$ cat src/rtl/pipe_ctrl_pkg.sv
// Shared types and constants for the pipeline sequencing control.
package pipe_ctrl_pkg;

  localparam int REG_W = 4;
  localparam logic [REG_W-1:0] REG_ZERO = 4'd0;

  typedef enum logic [1:0] {
    RUN      = 2'd0,
    MC_BUSY  = 2'd1,
    MEM_WAIT = 2'd2
  } hz_state_t;

endpackage

$ cat src/rtl/hazard_loaduse_detect.sv
// Combinational load-use comparator: flags an ID instruction that needs the
// result of a load still sitting in EX, which forwarding cannot supply in time.
module hazard_loaduse_detect
  import pipe_ctrl_pkg::*;
(
  input  logic             i_idValid,
  input  logic [REG_W-1:0] i_idRs1,
  input  logic [REG_W-1:0] i_idRs2,
  input  logic             i_idUsesRs2,
  input  logic [REG_W-1:0] i_exRd,
  input  logic             i_exRegWrite,
  input  logic             i_exMemRead,
  output logic             o_loadUse
);

  logic w_exIsLoad;
  logic w_rs1Match;
  logic w_rs2Match;

  // Register zero never carries a dependency.
  assign w_exIsLoad = i_exMemRead && i_exRegWrite && (i_exRd != REG_ZERO);
  assign w_rs1Match = (i_exRd == i_idRs1);
  assign w_rs2Match = i_idUsesRs2 && (i_exRd == i_idRs2);
  assign o_loadUse  = w_exIsLoad && i_idValid && (w_rs1Match || w_rs2Match);

endmodule

$ cat src/rtl/hazard_controller.sv
// Pipeline sequencing controller: per-stage hold/bubble/flush for load-use,
// multi-cycle EX operations and data-memory wait states.
module hazard_controller
  import pipe_ctrl_pkg::*;
#(
  parameter int MC_LATENCY = 4,
  parameter int CNT_W      = 16
) (
  input  logic             clk,
  input  logic             rst_n,
  input  logic             ID_valid,
  input  logic [REG_W-1:0] ID_Rs1,
  input  logic [REG_W-1:0] ID_Rs2,
  input  logic             ID_UsesRs2,
  input  logic [REG_W-1:0] EX_Rd,
  input  logic             EX_RegWrite,
  input  logic             EX_MemRead,
  input  logic             EX_McStart,
  input  logic             EX_BranchTaken,
  input  logic             MEM_Req,
  input  logic             MEM_Ready,
  output logic             pc_hold,
  output logic             ifid_hold,
  output logic             idex_hold,
  output logic             idex_bubble,
  output logic             exmem_hold,
  output logic             exmem_bubble,
  output logic             memwb_bubble,
  output logic             flush_ifid,
  output logic             mc_busy,
  output logic [CNT_W-1:0] stall_count
);

  localparam bit         MC_EN   = (MC_LATENCY > 1);
  localparam logic [3:0] MC_LOAD = MC_EN ? 4'(MC_LATENCY - 2) : 4'd0;

  hz_state_t        r_state;
  hz_state_t        w_nextState;
  logic [3:0]       r_mcCnt;
  logic [3:0]       w_nextCnt;
  logic             r_mcMask;
  logic             w_nextMask;
  logic [CNT_W-1:0] r_stallCount;

  logic w_loadUse;
  logic w_memStall;
  logic w_mcStart;
  logic w_pcHold, w_ifidHold, w_idexHold, w_idexBubble;
  logic w_exmemHold, w_exmemBubble, w_memwbBubble, w_flushIfid, w_mcBusy;

  hazard_loaduse_detect u_loaduse (
    .i_idValid    (ID_valid),
    .i_idRs1      (ID_Rs1),
    .i_idRs2      (ID_Rs2),
    .i_idUsesRs2  (ID_UsesRs2),
    .i_exRd       (EX_Rd),
    .i_exRegWrite (EX_RegWrite),
    .i_exMemRead  (EX_MemRead),
    .o_loadUse    (w_loadUse)
  );

  assign w_memStall = MEM_Req && !MEM_Ready;
  assign w_mcStart  = MC_EN && EX_McStart && !r_mcMask;

  always_comb begin
    w_nextState   = r_state;
    w_nextCnt     = r_mcCnt;
    w_nextMask    = 1'b0;
    w_pcHold      = 1'b0;
    w_ifidHold    = 1'b0;
    w_idexHold    = 1'b0;
    w_idexBubble  = 1'b0;
    w_exmemHold   = 1'b0;
    w_exmemBubble = 1'b0;
    w_memwbBubble = 1'b0;
    w_flushIfid   = 1'b0;
    w_mcBusy      = 1'b0;
    unique case (r_state)
      RUN: begin
        if (w_memStall) begin
          w_pcHold      = 1'b1;
          w_ifidHold    = 1'b1;
          w_idexHold    = 1'b1;
          w_exmemHold   = 1'b1;
          w_memwbBubble = 1'b1;
          w_nextState   = MEM_WAIT;
        end else if (w_mcStart) begin
          w_pcHold      = 1'b1;
          w_ifidHold    = 1'b1;
          w_idexHold    = 1'b1;
          w_exmemBubble = 1'b1;
          w_mcBusy      = 1'b1;
          w_nextCnt     = MC_LOAD;
          // A two-cycle op stalls only in its start cycle.
          if (MC_LOAD == 4'd0) begin
            w_nextState = RUN;
            w_nextMask  = 1'b1;
          end else begin
            w_nextState = MC_BUSY;
          end
        end else if (EX_BranchTaken) begin
          w_flushIfid  = 1'b1;
          w_idexBubble = 1'b1;
        end else if (w_loadUse) begin
          w_pcHold     = 1'b1;
          w_ifidHold   = 1'b1;
          w_idexBubble = 1'b1;
        end
      end
      MC_BUSY: begin
        w_pcHold      = 1'b1;
        w_ifidHold    = 1'b1;
        w_idexHold    = 1'b1;
        w_exmemBubble = 1'b1;
        w_mcBusy      = 1'b1;
        if (r_mcCnt != 4'd0) begin
          w_nextCnt = r_mcCnt - 4'd1;
        end
        if (r_mcCnt <= 4'd1) begin
          w_nextState = RUN;
          w_nextMask  = 1'b1;
        end
      end
      MEM_WAIT: begin
        if (!MEM_Req) begin
          w_nextState = RUN;
        end else if (MEM_Ready) begin
          // The frozen EX instruction leaves now, so a pending taken branch flushes here.
          w_nextState = RUN;
          if (EX_BranchTaken) begin
            w_flushIfid  = 1'b1;
            w_idexBubble = 1'b1;
          end
        end else begin
          w_pcHold      = 1'b1;
          w_ifidHold    = 1'b1;
          w_idexHold    = 1'b1;
          w_exmemHold   = 1'b1;
          w_memwbBubble = 1'b1;
        end
      end
      default: w_nextState = RUN;
    endcase
  end

  always_ff @(posedge clk or negedge rst_n) begin
    if (!rst_n) begin
      r_state  <= RUN;
      r_mcCnt  <= 4'd0;
      r_mcMask <= 1'b0;
    end else begin
      r_state  <= w_nextState;
      r_mcCnt  <= w_nextCnt;
      r_mcMask <= w_nextMask;
    end
  end

  always_ff @(posedge clk or negedge rst_n) begin
    if (!rst_n) begin
      r_stallCount <= '0;
    end else if (pc_hold && (r_stallCount != '1)) begin
      r_stallCount <= r_stallCount + CNT_W'(1);
    end
  end

  // Reset must silence the controls at once, even with hazard inputs still active.
  assign pc_hold      = rst_n & w_pcHold;
  assign ifid_hold    = rst_n & w_ifidHold;
  assign idex_hold    = rst_n & w_idexHold;
  assign idex_bubble  = rst_n & w_idexBubble;
  assign exmem_hold   = rst_n & w_exmemHold;
  assign exmem_bubble = rst_n & w_exmemBubble;
  assign memwb_bubble = rst_n & w_memwbBubble;
  assign flush_ifid   = rst_n & w_flushIfid;
  assign mc_busy      = rst_n & w_mcBusy;
  assign stall_count  = r_stallCount;

  mcBusyNoMem: assert property (@(posedge clk) disable iff (!rst_n)
    (r_state == MC_BUSY) |-> !MEM_Req);
  memWaitNeedsReq: assert property (@(posedge clk) disable iff (!rst_n)
    (r_state == MEM_WAIT) |-> MEM_Req);

endmodule

$ cat config.mk
export PLATFORM = sky130hd
export DESIGN_NAME = hazard_controller
export DESIGN_NICKNAME = d
export VERILOG_FILES = /design/src/rtl/pipe_ctrl_pkg.sv /design/src/rtl/hazard_loaduse_detect.sv /design/src/rtl/hazard_controller.sv
export SDC_FILE = /design/constraint.sdc
export NUM_CORES = 1
export LEC_CHECK = 0
export ABC_AREA = 1
export CAP_MARGIN = 5
export CORE_MARGIN = 3
export CORE_UTILIZATION = 34
export CTS_CLUSTER_DIAMETER = 50
export DETAILED_ROUTE_END_ITERATION = 12
export PLACE_DENSITY = 0.59
export RECOVER_POWER = 50
export SYNTH_ARGS = -nofsm -noshare
export SYNTH_HDL_FRONTEND = slang
export SYNTH_SLANG_ARGS = --single-unit
$ cat constraint.sdc
create_clock -name clk -period 2.28 [get_ports clk]
set_clock_uncertainty 0.15 [all_clocks]
set_input_delay 0.228 -clock clk [delete_from_list [all_inputs] [get_ports clk]]
set_output_delay 0.228 -clock clk [all_outputs]
set_load 0.02 [all_outputs]
==> summary by stage, run 1 <==
Routing
In the final routed layout, each cell accounts on average for about 12 um. The first routing iteration left between 80 and 90 violations. The met2 wirelength from detailed routing is 1830 um.

The length of routed met3 wiring is about 160 um. After detailed routing, the number of vias per cell comes to between 4 and 5. The total number of vias is around 1,600. Signal routing reaches up to met4. Before antenna repair, the detailed router went through 4 iterations.

The count of nets left with antenna violations once routing finished came out at 0. The detailed-route wire length is roughly 4100 um. For this run, design rule violations remaining after detail routing come to 0. The routed metal-1 wire length is ~2100 um.

Min path
In this run the worst hold path is classified as in -> async.

Timing
The final max-slew violation count is 0. The relative slew slack is between 40% and 50%. For the pin with the worst max-slew slack, the measured transition is between 0.7 and 0.8 ns.

The final-report hold violation count was 0. Timing would allow up to about 480 MHz. Setup violations remaining at the end of the flow were counted as 0. The post-route worst hold slack is approximately 0.17 ns. For the finished layout, the period the worst path requires is between 2 and 2.5 ns. The worst path uses approximately nine tenths of the clock period.

Setup repair after global routing left no endpoint under its margin.

Final layout
The fraction of layout instances using a drive strength above 1 is under 10%. The area of combinational cells with multiple inputs is 932 um2. The number of non-filler instances in the completed layout is about 360. The filler cell count in the final layout is between 400 and 500. The area added between synthesis and finish is 35.9%. The area taken by flip-flops and latches is around 580 um2. After the last flow step, the layout net total stands at approximately 320.

0 antenna diodes ended up in the layout.

Clock tree
In this run the number of H-tree levels came out at 1. The buffers inserted during post-CTS setup optimization is 0. The clock reaches the later pin of the worst-skew pair after about 0.27 ns. The clock-pin transition on the worst setup and hold timing paths is 0.08 ns.

The number of buffers on the longest clock path is 2. The clock net in this run drives a total of 23 sinks. The tree is rooted in a sky130_fd_sc_hd__clkbuf_8. Buffers inserted during clock tree synthesis total 3.

The TritonCTS clock tree is built.

GRT
The remaining global-route overflow is 0. The number of antenna violations at the first check in global routing was 0. The first-pass GRT wire length is approximately 7400 um. The total routing resource utilization after global routing is 15.2%. The via count of the first global-routing pass is roughly 1,600. The maximum number of pins on one net before global-route repair is 17.

Synthesis
Yosys instantiated no cell more often than sky130_fd_sc_hd__nand2_1. After synthesis, the largest area contributor takes up about a third of total cell area. Averaged over all synthesized cells, the footprint is ~7.0 um2. Ranked by total cell area, the synthesized netlist is headed by sky130_fd_sc_hd__dfrtp_1 (34%), sky130_fd_sc_hd__nand2_1 (16%), sky130_fd_sc_hd__nand3_1 (9.0%), sky130_fd_sc_hd__xor2_1 (7.3%), sky130_fd_sc_hd__inv_1 (6.3%). The total number of yosys warnings is 0. Synthesis produced a netlist whose cell count is roughly 240.

The post-synthesis instance area is 1670 um2. The share of synthesized area occupied by flip-flops and latches is 34.4%. The post-synthesis async set-or-reset flop share is 100%. The synthesized design contains 23 register bits. Counting every net in the synthesized netlist gives 264. The biggest area contributor in the post-synthesis netlist is sky130_fd_sc_hd__dfrtp_1. The count of flip-flops with a built-in enable after synthesis is 0. After synthesis, the most frequently instantiated cells are sky130_fd_sc_hd__nand2_1 (70), sky130_fd_sc_hd__nand3_1 (30), sky130_fd_sc_hd__inv_1 (28).

The netlist uses 27 different library cells. Among all flip-flop cells after synthesis, the most frequent one is sky130_fd_sc_hd__dfrtp_1.

Worst setup path
The endpoint identified for the worst register-to-register timing path is stall_count[5]. The endpoint required time on the critical path is 1.90 ns. The worst reg2reg path startpoint is stall_count[1].

The launching instance or port of the critical path is MEM_Ready. The worst setup slack for register-to-register paths is roughly 0.33 ns. The worst setup path is captured at an output port. In this run the worst path has a maximum fanout of 4. The type of element launching the critical path is a primary input. The kind of critical path is in -> out. The depth of the most critical reg-to-reg path is 7.

For the worst setup path, the data arrival time is ~1.7 ns.

Floorplan
For this configuration, the core starts out at a cell density of 36.9%. The core region is 4530 um2. The number of top-level pins is between 40 and 50.

The floorplan die height is 76.1 um. The die covers around 5800 um2. The width of the chip is around 76 um. The initialized floorplan defines 24 standard-cell rows.

Run status
The flow ran to the end, and the final reports show no timing, DRC or antenna violations.

Pwr
The power per standard cell area is between 700 and 800 nW/um2. The worst supply voltage drop on vdd is 0.427 mV. Power comes to 1610 uW.

In this run the static leakage power is 0.00118 uW.

Placement
The quantity of I/O buffers inserted on ports is 46. After detailed placement, the design holds a cell count of approximately 350. The HPWL after detailed placement is about 3300 um. The last weighted congestion value of the routability-driven placer is slightly above 0.8.

Job
The number of violations of the max-capacitance limit is 0.
## kinds of logic (layout without fill, tap and decap cells)
family	Yosys count	in the layout	share of synthesized area, %
compound gates	11	11	4.12
simple gates	145	145	39.7
xor+xnor	17	17	8.91
fa+ha+maj	4	4	2.99
buf+inv	38	91	9.80
flops	23	23	34.4
## stage by stage
step	instance area [um2]	util, %	worst slack [ns]	TNS (ns)
after CTS	2270	50.2	0.000475	0
after detailed placement	2240	49.3	-0.134	-0.368
after global placement	2240	49.3	-0.132	-0.393
after global routing	2270	50.1	0.0468	0
final	2270	50.1	0.184	0
after floorplan	1670	-	0.407	0
## metal layers
metal	vias up	global-route usage, %
li1	863	-
met1	746	20.3
met2	30	25.0
met3	5	2.48
met4	0	4.89
met5	-	0
## sequential cells by signal (all words and copies together) (netlist names)
register and cells:
stall_count 16, r_mcCnt 4, r_state 2, r_mcMask 1
## placed cells by master (no fill, tap or decap)
| cell | netlist | routed |
|---|---|---|
| sky130_fd_sc_hd__clkbuf_2 | 0 | 2 |
| sky130_fd_sc_hd__buf_4 | 3 | 8 |
| sky130_fd_sc_hd__a31o_2 | 1 | 1 |
| sky130_fd_sc_hd__nor2_1 | 24 | 24 |
| sky130_fd_sc_hd__clkdlybuf4s50_1 | 0 | 29 |
| sky130_fd_sc_hd__xnor2_1 | 3 | 3 |
| sky130_fd_sc_hd__nor2_4 | 1 | 1 |
| sky130_fd_sc_hd__nor3b_1 | 1 | 1 |
| sky130_fd_sc_hd__dlygate4sd3_1 | 0 | 8 |
| sky130_fd_sc_hd__dfrtp_2 | 0 | 1 |
| sky130_fd_sc_hd__xor2_1 | 14 | 14 |
| sky130_fd_sc_hd__o21ai_1 | 1 | 1 |
| sky130_fd_sc_hd__dlymetal6s2s_1 | 0 | 3 |
| sky130_fd_sc_hd__nand4_1 | 2 | 2 |
| sky130_fd_sc_hd__a31oi_1 | 2 | 2 |
| sky130_fd_sc_hd__nand2_1 | 70 | 70 |
| sky130_fd_sc_hd__nand2_4 | 2 | 2 |
| sky130_fd_sc_hd__o211ai_2 | 1 | 1 |
| sky130_fd_sc_hd__inv_1 | 28 | 29 |
| sky130_fd_sc_hd__nand3_1 | 30 | 30 |
| sky130_fd_sc_hd__nor3_1 | 9 | 9 |
| sky130_fd_sc_hd__nand2_2 | 2 | 2 |
| sky130_fd_sc_hd__dlygate4sd2_1 | 0 | 4 |
| sky130_fd_sc_hd__dfrtp_1 | 23 | 22 |
| sky130_fd_sc_hd__a21oi_1 | 2 | 2 |
| sky130_fd_sc_hd__nand4_4 | 1 | 1 |
| sky130_fd_sc_hd__nor3_4 | 1 | 1 |
| sky130_fd_sc_hd__clkbuf_1 | 0 | 2 |
| sky130_fd_sc_hd__clkbuf_8 | 0 | 3 |
| sky130_fd_sc_hd__inv_2 | 4 | 3 |
| sky130_fd_sc_hd__o21ai_0 | 4 | 4 |
| sky130_fd_sc_hd__ha_1 | 4 | 4 |
| sky130_fd_sc_hd__nor4_1 | 2 | 2 |
## report_power, final
group | internal [uW] | leakage (uW) | switching, uW
clock | 125 | 0.0000228 | 133
combinational | 319 | 0.000848 | 458
sequential | 490 | 0.000305 | 87.6
total | 933 | 0.00118 | 678
## critical path, cell delays in order
cell	delay [ns]
sky130_fd_sc_hd__clkdlybuf4s50_1	0.48
sky130_fd_sc_hd__inv_1	0.05
sky130_fd_sc_hd__nand2_1	0.11
sky130_fd_sc_hd__nand2_1	0.09
sky130_fd_sc_hd__nor4_1	0.23
sky130_fd_sc_hd__a31o_2	0.20
sky130_fd_sc_hd__dlygate4sd2_1	0.33
## worst max-delay path by stage
| stage | to | slack [ns] | cells past startpoint |
|---|---|---|---|
| floorplan | stall_count[2] | 0.41 | 7 |
| global placement | pc_hold | -0.13 | 10 |
| detailed placement | pc_hold | -0.13 | 10 |
| CTS | idex_hold | 0.0005 | 7 |
| global route | mc_busy | 0.05 | 6 |
| finish | idex_bubble | 0.18 | 7 |
## final cells by class
cell class | count | share of cell area, %
clock buffers | 4 | 1.98
inverters | 32 | 5.29
multi-input cells | 177 | 41.0
flip-flops and latches | 23 | 25.4
well taps | 65 | 3.58
repair buffers | 55 | 22.7
## what timing repair did
item                                    4_1_cts  5_1_grt
hold buffers                                  0        0
endpoints found under the setup margin        6        5
cloned                                        0        0
gates resized for setup                       6        8
(Power assumes the default switching activity.)
==> run 2, diff against run 1 <==
- CTS_BUF_LIST: unset -> sky130_fd_sc_hd__clkbuf_2
==> run 2 against run 1 <==
Net effect: maximum frequency shrank 0.89%; global-route usage down 0.10 points; non-clock buffer count is 1 higher; routed wire length grew 1.1%; cell area is 1.4% lower; combinational power about the same; sequential share of layout area rose by 0.41 points; sequential cell count is the same; critical endpoint unchanged; critical path depth shrank 2.
==> summary by stage, run 2 (synthesized netlist as in run 1, its figures left out) <==
GRT
The maximum number of pins on one net before global-route repair is 17. The first-pass GRT wire length is around 7400 um. The total routing resource utilization after global routing is ~15%. The remaining global-route overflow is 0. The via count of the first global-routing pass is roughly 1,600. The number of antenna violations at the first check in global routing is 0.

Floorplan
The die footprint is approximately 5800 um2. The initial utilization of the core area, before any placement, comes to 36.9%. The number of placement rows is 24. 47 I/O pins were placed. The placeable core area is between 4000 and 5000 um2. The floorplan die height is ~76 um.

The width of the chip is about 76 um.

Min path
The path category of the worst min-delay check is in -> async.

Clock tree
The number of buffers on the longest clock path is 2. The total clock buffers created by CTS is 3. The tree is rooted in a sky130_fd_sc_hd__clkbuf_2. The number of clock sinks is 23. The deepest level of the CTS H-tree is 1. The number of buffers inserted for hold repair after clock tree synthesis is 0. The worst-skew pair later-pin latency is around 0.34 ns.

After clock tree synthesis, the clock-pin slew on the worst setup and hold paths is about 0.22 ns. TritonCTS built the clock tree.

Placement
The final HPWL from detailed placement is between 3000 and 4000 um. The instance area at placement is between 2000 and 2500 um2. The number of instances in the placed design is 352. The congestion estimate from routability-driven global placement came to approximately 0.83.

In this run the tool buffered the top-level ports with 46 buffer cells.

Final layout
Leaving out fill and tap cells, the most frequent cell in the layout is sky130_fd_sc_hd__nand2_1. The flip-flop count of the largest register after layout is 16. 0 antenna diodes ended up in the layout. The fraction of the core area covered by cells at the end of the flow is roughly 49%.

Cells with a size suffix above 1 make up between 10% and 20% of the layout. Compared with the post-synthesis result, the final layout area differs by 34.1%. The number of nets in the layout is around 320. The finished cells cover 2240 um2. The top cell types in the final layout, fill and taps aside, are sky130_fd_sc_hd__nand2_1 (70), sky130_fd_sc_hd__clkdlybuf4s50_1 (32), sky130_fd_sc_hd__nand3_1 (30), sky130_fd_sc_hd__inv_1 (29), sky130_fd_sc_hd__nor2_1 (24). The number of non-filler instances in the completed layout is 357.

Worst setup path
The library cell contributing the largest single delay on the critical path is sky130_fd_sc_hd__dfrtp_2. The worst reg2reg path startpoint is stall_count[1]. The endpoint required time on the critical path is around 1.9 ns.

STA classifies the critical path startpoint as a flop. The critical path endpoint category is an output port. By startpoint and endpoint, the worst setup path is classified as reg -> out. Traced cell by cell, the critical path runs through nor2_1 -> nand2_1 -> a21oi_1 -> a31o_2 -> dlygate4sd2_1. On the worst path, the slowest cell contributes a delay of 0.50 ns. Of all nets on the critical path, the largest fanout is 7. Tracing the worst setup path back leads to its startpoint at r_state[0]. At the worst endpoint, the arrival time is ~1.7 ns.

Timing
The final max-slew violation count is 0. The actual slew at the worst max-slew pin is about 0.79 ns. The fraction of the cycle the final worst path needs is roughly 93%.

The maximum clock rate is about 470 MHz. The final-report hold violation count was 0. The shortest clock period the worst path allows after layout is ~2.1 ns. Setup violations remaining at the end of the flow were counted as 0. Setup repair after global routing left no endpoint under its margin. The relative slew slack is between 40% and 50%. The sum of negative setup slack is 0 ns.

Routing
For this run, design rule violations remaining after detail routing come to 0. The detailed-route wire length is 4150 um. The total number of vias is 1,643. The first-iteration detailed-routing DRC count is just over 80. The length of the first detailed-routing pass in iterations is 4. Dividing the detail-routed wire length by the instance count gives between 10 and 15 um. Dividing the detail-routed via count by the number of cells gives approximately 4.6.

The remaining number of nets flagged by the antenna check after routing is 0.

Job
Max-cap violations in this run came to 0.

Pwr
The worst supply voltage drop on vdd is a little under 0.4 mV. In this run the power density over the cells is 682 nW/um2. For this design the static power due to leakage is approximately 0.0011 uW.

Run status
The flow ran to the end, and the final reports show no timing, DRC or antenna violations.
-- run 2: cell types whose count changed in the layout (fill, tap and decap cells not counted) --
cell and change:
sky130_fd_sc_hd__clkbuf_2 +6, sky130_fd_sc_hd__clkbuf_8 -3, sky130_fd_sc_hd__clkdlybuf4s50_1 +3, sky130_fd_sc_hd__dlygate4sd3_1 -3, sky130_fd_sc_hd__dfrtp_1 -1, sky130_fd_sc_hd__dfrtp_2 +1
sky130_fd_sc_hd__dlygate4sd2_1 -1, sky130_fd_sc_hd__dlymetal6s2s_1 -1, sky130_fd_sc_hd__o21ai_0 +1, sky130_fd_sc_hd__o21ai_1 -1
-- run 2: per-stage QoR --
stage | setup slack (ns) | power, uW | hold WS [ns]
finish | 0.165 | 1530 | 0.0646
global placement | -0.132 | 1390 | 0.362
CTS | 0.0368 | 1550 | 0.0463
global route | 0.00120 | 1670 | 0.0420
floorplan | 0.407 | 1090 | -0.218
detailed placement | -0.134 | 1390 | 0.372
-- run 2: metal layers --
metal	vias up	GRT usage, %	part of all wire, %
li1	866	-	-
met1	745	20.3	49
met5	-	0	0
met2	30	25.2	46
met3	2	2.13	3.4
met4	0	4.35	0.65
-- run 2: cell type report --
class / instances / area, um2
flip-flops and latches: 23 / 578
fillers: 465 / 2290
well taps: 65 / 81.3
inverters: 32 / 120
multi-input cells: 177 / 932
clock buffers: 4 / 20.0
repair buffers: 56 / 509
-- run 2: worst paths after layout --
kind / endpoint / slack [ns] / cells past startpoint
worst max register to register: stall_count[5] / 0.30 / 7
worst max-delay path: idex_bubble / 0.16 / 5
max in group asynchronous: r_state[0] / 1.14 / 2
worst min-delay path: stall_count[7] / 0.06 / 2
min in group clk: r_state[1] / 0.35 / 2
worst min register to register: r_state[1] / 0.39 / 1
-- run 2: repair_timing --
item	in CTS	in global routing
buffers inserted	0	1
resized for setup	8	11
setup endpoints to repair	7	7
-- run 2: power breakdown --
group | total, uW | internal, uW | switching (uW)
combinational | 780 | 318 | 462
clock | 172 | 46.4 | 125
sequential | 577 | 490 | 86.9
-- run 2: critical path: cells and delay by family (launching register included) --
kind	cells	cell delay, ns
DFF	1	0.50
AOI/OAI and AO/OA	2	0.33
buffers and inverters	1	0.33
and+or+nand+nor	2	0.25
==> run 3, diff against run 2 <==
- CORE_UTILIZATION: 34 -> 50
- PLACE_DENSITY: 0.59 -> 0.82
==> run 3 against run 2 <==
Net effect: first-iteration DRC count grew 37%; core utilization grew 22 points; sequential share of layout area grew 0.13 points; critical path depth grew 1; routed wire length shrank 6.9%; sequential power is essentially flat; clock-buffer cell count is the same; highest routed layer unchanged; sequential cell count is the same; cell count shrank 5.6%; cell area shrank 0.73%; worst hold slack gained 0.23 ns.
==> summary by stage, run 3 (synthesized netlist as in run 1, its figures left out) <==
Run status
The flow ran to the end, and the final reports show no timing, DRC or antenna violations.

Final layout
The area taken by flip-flops and latches is approximately 580 um2. At the end of the flow, the number of nets in the layout was 320. Cells with a size suffix above 1 make up 8.19% of the layout.

The fraction of the core area covered by cells at the end of the flow is slightly above 70%. The number of antenna repair diodes is 0. The flip-flop count of the largest register after layout is 16. The filler cell count in the final layout is approximately 270. The area of combinational cells with multiple inputs is 932 um2. Relative to the synthesized area, the layout overhead comes to 33.1%. The library cells used most frequently in the layout, excluding fill and tap cells, are sky130_fd_sc_hd__nand2_1 (70), sky130_fd_sc_hd__clkdlybuf4s50_1 (33), sky130_fd_sc_hd__nand3_1 (30), sky130_fd_sc_hd__inv_1 (29), sky130_fd_sc_hd__nor2_1 (24). Once layout is done, the placed cells without fillers occupy roughly 2200 um2.

The library cell used most frequently in the layout, excluding fill and tap cells, is sky130_fd_sc_hd__nand2_1. After the flow finishes, the layout carries non-filler instances totaling around 340.

Floorplan
From bottom edge to top edge, the die measures ~64 um. The placeable core area is 3130 um2. The number of top-level pins is 47. The initialized floorplan defines 20 standard-cell rows. Once the floorplan was initialized, standard cells occupied between 50% and 60% of the core. The width of the chip is 63.8 um. The die covers 4070 um2.

Clock tree
The tree is rooted in a sky130_fd_sc_hd__clkbuf_2. The TritonCTS clock tree is built. CTS built an H-tree with a depth of 1.

The number of buffers on the longest clock path is 2. The number of buffers inserted for hold repair after clock tree synthesis is 0. The worst-skew pair later-pin latency is ~0.33 ns. The buffers inserted during post-CTS setup optimization is 0. For this design, the sink count on the clock tree is 23. After clock tree synthesis, the clock-pin slew on the worst setup and hold paths is 0.20 ns. Clock tree synthesis inserted a total of 3 buffers.

Placement
Routability-driven placement finished with a final weighted congestion of 0.920. Including well taps, the total number of placed cells is 333. The final HPWL from detailed placement is between 3000 and 4000 um. The quantity of I/O buffers inserted on ports is 46.

The instance area at placement is around 2200 um2.

Worst setup path
The kind of critical path is in -> out. The worst setup path is launched from a primary input. The critical path endpoint category is an output port. For this design, the slowest cell found on the critical path is sky130_fd_sc_hd__dlygate4sd3_1. At the worst endpoint, the arrival time is between 1.5 and 2 ns. For this run, the slowest stage of the critical path takes ~0.60 ns. Traced cell by cell, the critical path runs through dlygate4sd3_1 -> inv_1 -> nor4_1 -> nand3_1 -> nand2_4 -> clkdlybuf4s15_1. At the worst endpoint, the required time is 1.90 ns. The highest net fanout along the worst path is 10. The endpoint identified for the worst register-to-register timing path is stall_count[0]. The depth of the most critical reg-to-reg path is 7.

The worst setup slack for register-to-register paths is 0.35 ns. The startpoint identified for the worst register-to-register timing path is stall_count[1].

Routing
The first-iteration detailed-routing DRC count is ~110. Across all layers, the routed design uses between 1,500 and 2,000 vias. The remaining number of nets flagged by the antenna check after routing is 0. The detailed-route wire length is between 3000 and 4000 um. For this run, the detailed router's first-pass iteration total came to 4. For this run, design rule violations remaining after detail routing come to 0. The average wire length per cell after detail routing is ~11 um. The average via count per standard cell is roughly 5.

GRT
Entering global routing, the biggest net connects 17 pins. Global routing used 20.3% of the available tracks. The via count of the first global-routing pass is around 1,500. The first-pass GRT wire length is slightly below 7000 um. The number of antenna violations at the first check in global routing is 0. The remaining global-route overflow is 0.

Pwr
The power per standard cell area is 676 nW/um2. The static power due to leakage is approximately 0.0011 uW. The clock network fraction of design power is 11.0%. The internal power is between 800 and 900 uW. Net switching is between 40 and 50% of the power. The worst-case IR drop observed on VDD is a little under 0.7 mV. For this design the total switching power over the nets is 658 uW. The share of total power dissipated in combinational logic is 50.8%. The sequential fraction of design power is between 30% and 40%.

Job
The number of violations of the max-capacitance limit is 0.

Timing
The actual slew at the worst max-slew pin is between 0.6 and 0.7 ns. The number of setup violations in the final report is 0. The final-report hold violation count came to 0. The maximum clock rate is about 470 MHz. The fraction of the cycle the final worst path needs is 94.0%. Headroom to the max-slew limit came out at between 50% and 60%. The final max-slew violation count is 0. Setup repair after global routing left no endpoint under its margin. After layout, the minimum clock period comes to ~2.1 ns.

Min path
The path category of the worst min-delay check is in -> async.
[run 3: cell count changes in the layout (fill, tap and decap cells not counted), sizes merged]
| cell | previous run | this run |
|---|---|---|
| dlygate4sd2 | 3 | 6 |
| dlymetal6s2s | 2 | 0 |
| clkdlybuf4s15 | 0 | 3 |
| clkbuf | 10 | 8 |
| dlygate4sd3 | 5 | 4 |
| buf | 8 | 7 |
| clkdlybuf4s50 | 32 | 33 |
[run 3: worst max-delay path by stage]
stage,startpoint,endpoint,slack [ns],depth (start not counted)
after global placement,rst_n,pc_hold,-0.13,6
after CTS,EX_Rd[3],idex_bubble,0.07,9
after floorplan,stall_count[0],stall_count[2],0.41,7
after global routing,EX_Rd[2],pc_hold,0.003,10
final,rst_n,pc_hold,0.14,6
after detailed placement,EX_Rd[3],pc_hold,-0.16,10
[run 3: layout make-up]
class	count	area share, %
multi-input cells	177	41.9
clock buffers	4	0.900
inverters	32	5.40
well taps	44	2.47
repair buffers	57	23.4
flip-flops and latches	23	25.9
[run 3: routing by layer]
layer	wire length [um]	part of all wire (%)	GRT usage [%]
met5	0	0	0
met4	34	0.88	4.04
met2	1760	46	31.7
met1	1890	49	29.5
met3	174	4.5	3.16
[run 3: power groups by stage]
stage | Combinational (uW) | Clock [uW] | Sequential, uW
finish | 763 | 166 | 574
CTS | 777 | 168 | 574
detailed placement | 799 | 0 | 580
floorplan | 478 | 0 | 614
global route | 852 | 195 | 588
global placement | 787 | 0 | 580
[run 3: through the flow]
step / setup TNS (ns) / total power [uW] / setup WS (ns) / hold WS [ns]
global placement: -0.341 / 1370 / -0.131 / 0.359
detailed placement: -0.485 / 1380 / -0.158 / 0.370
global route: 0 / 1630 / 0.00333 / 0.319
finish: 0 / 1500 / 0.136 / 0.295
CTS: 0 / 1520 / 0.0727 / 0.130
floorplan: 0 / 1090 / 0.407 / -0.218
[run 3: what timing repair did]
action / 4_1_cts / 5_1_grt
pin swaps: 0 / 0
setup endpoints to repair: 9 / 3
gates resized for setup: 10 / 4
endpoints found under the hold margin: 0 / 0
[run 3: critical path, delay by kind of cell]
| family | cells | cell delay [ns] |
|---|---|---|
| buf+inv | 3 | 1.01 |
| simple gates | 3 | 0.52 |
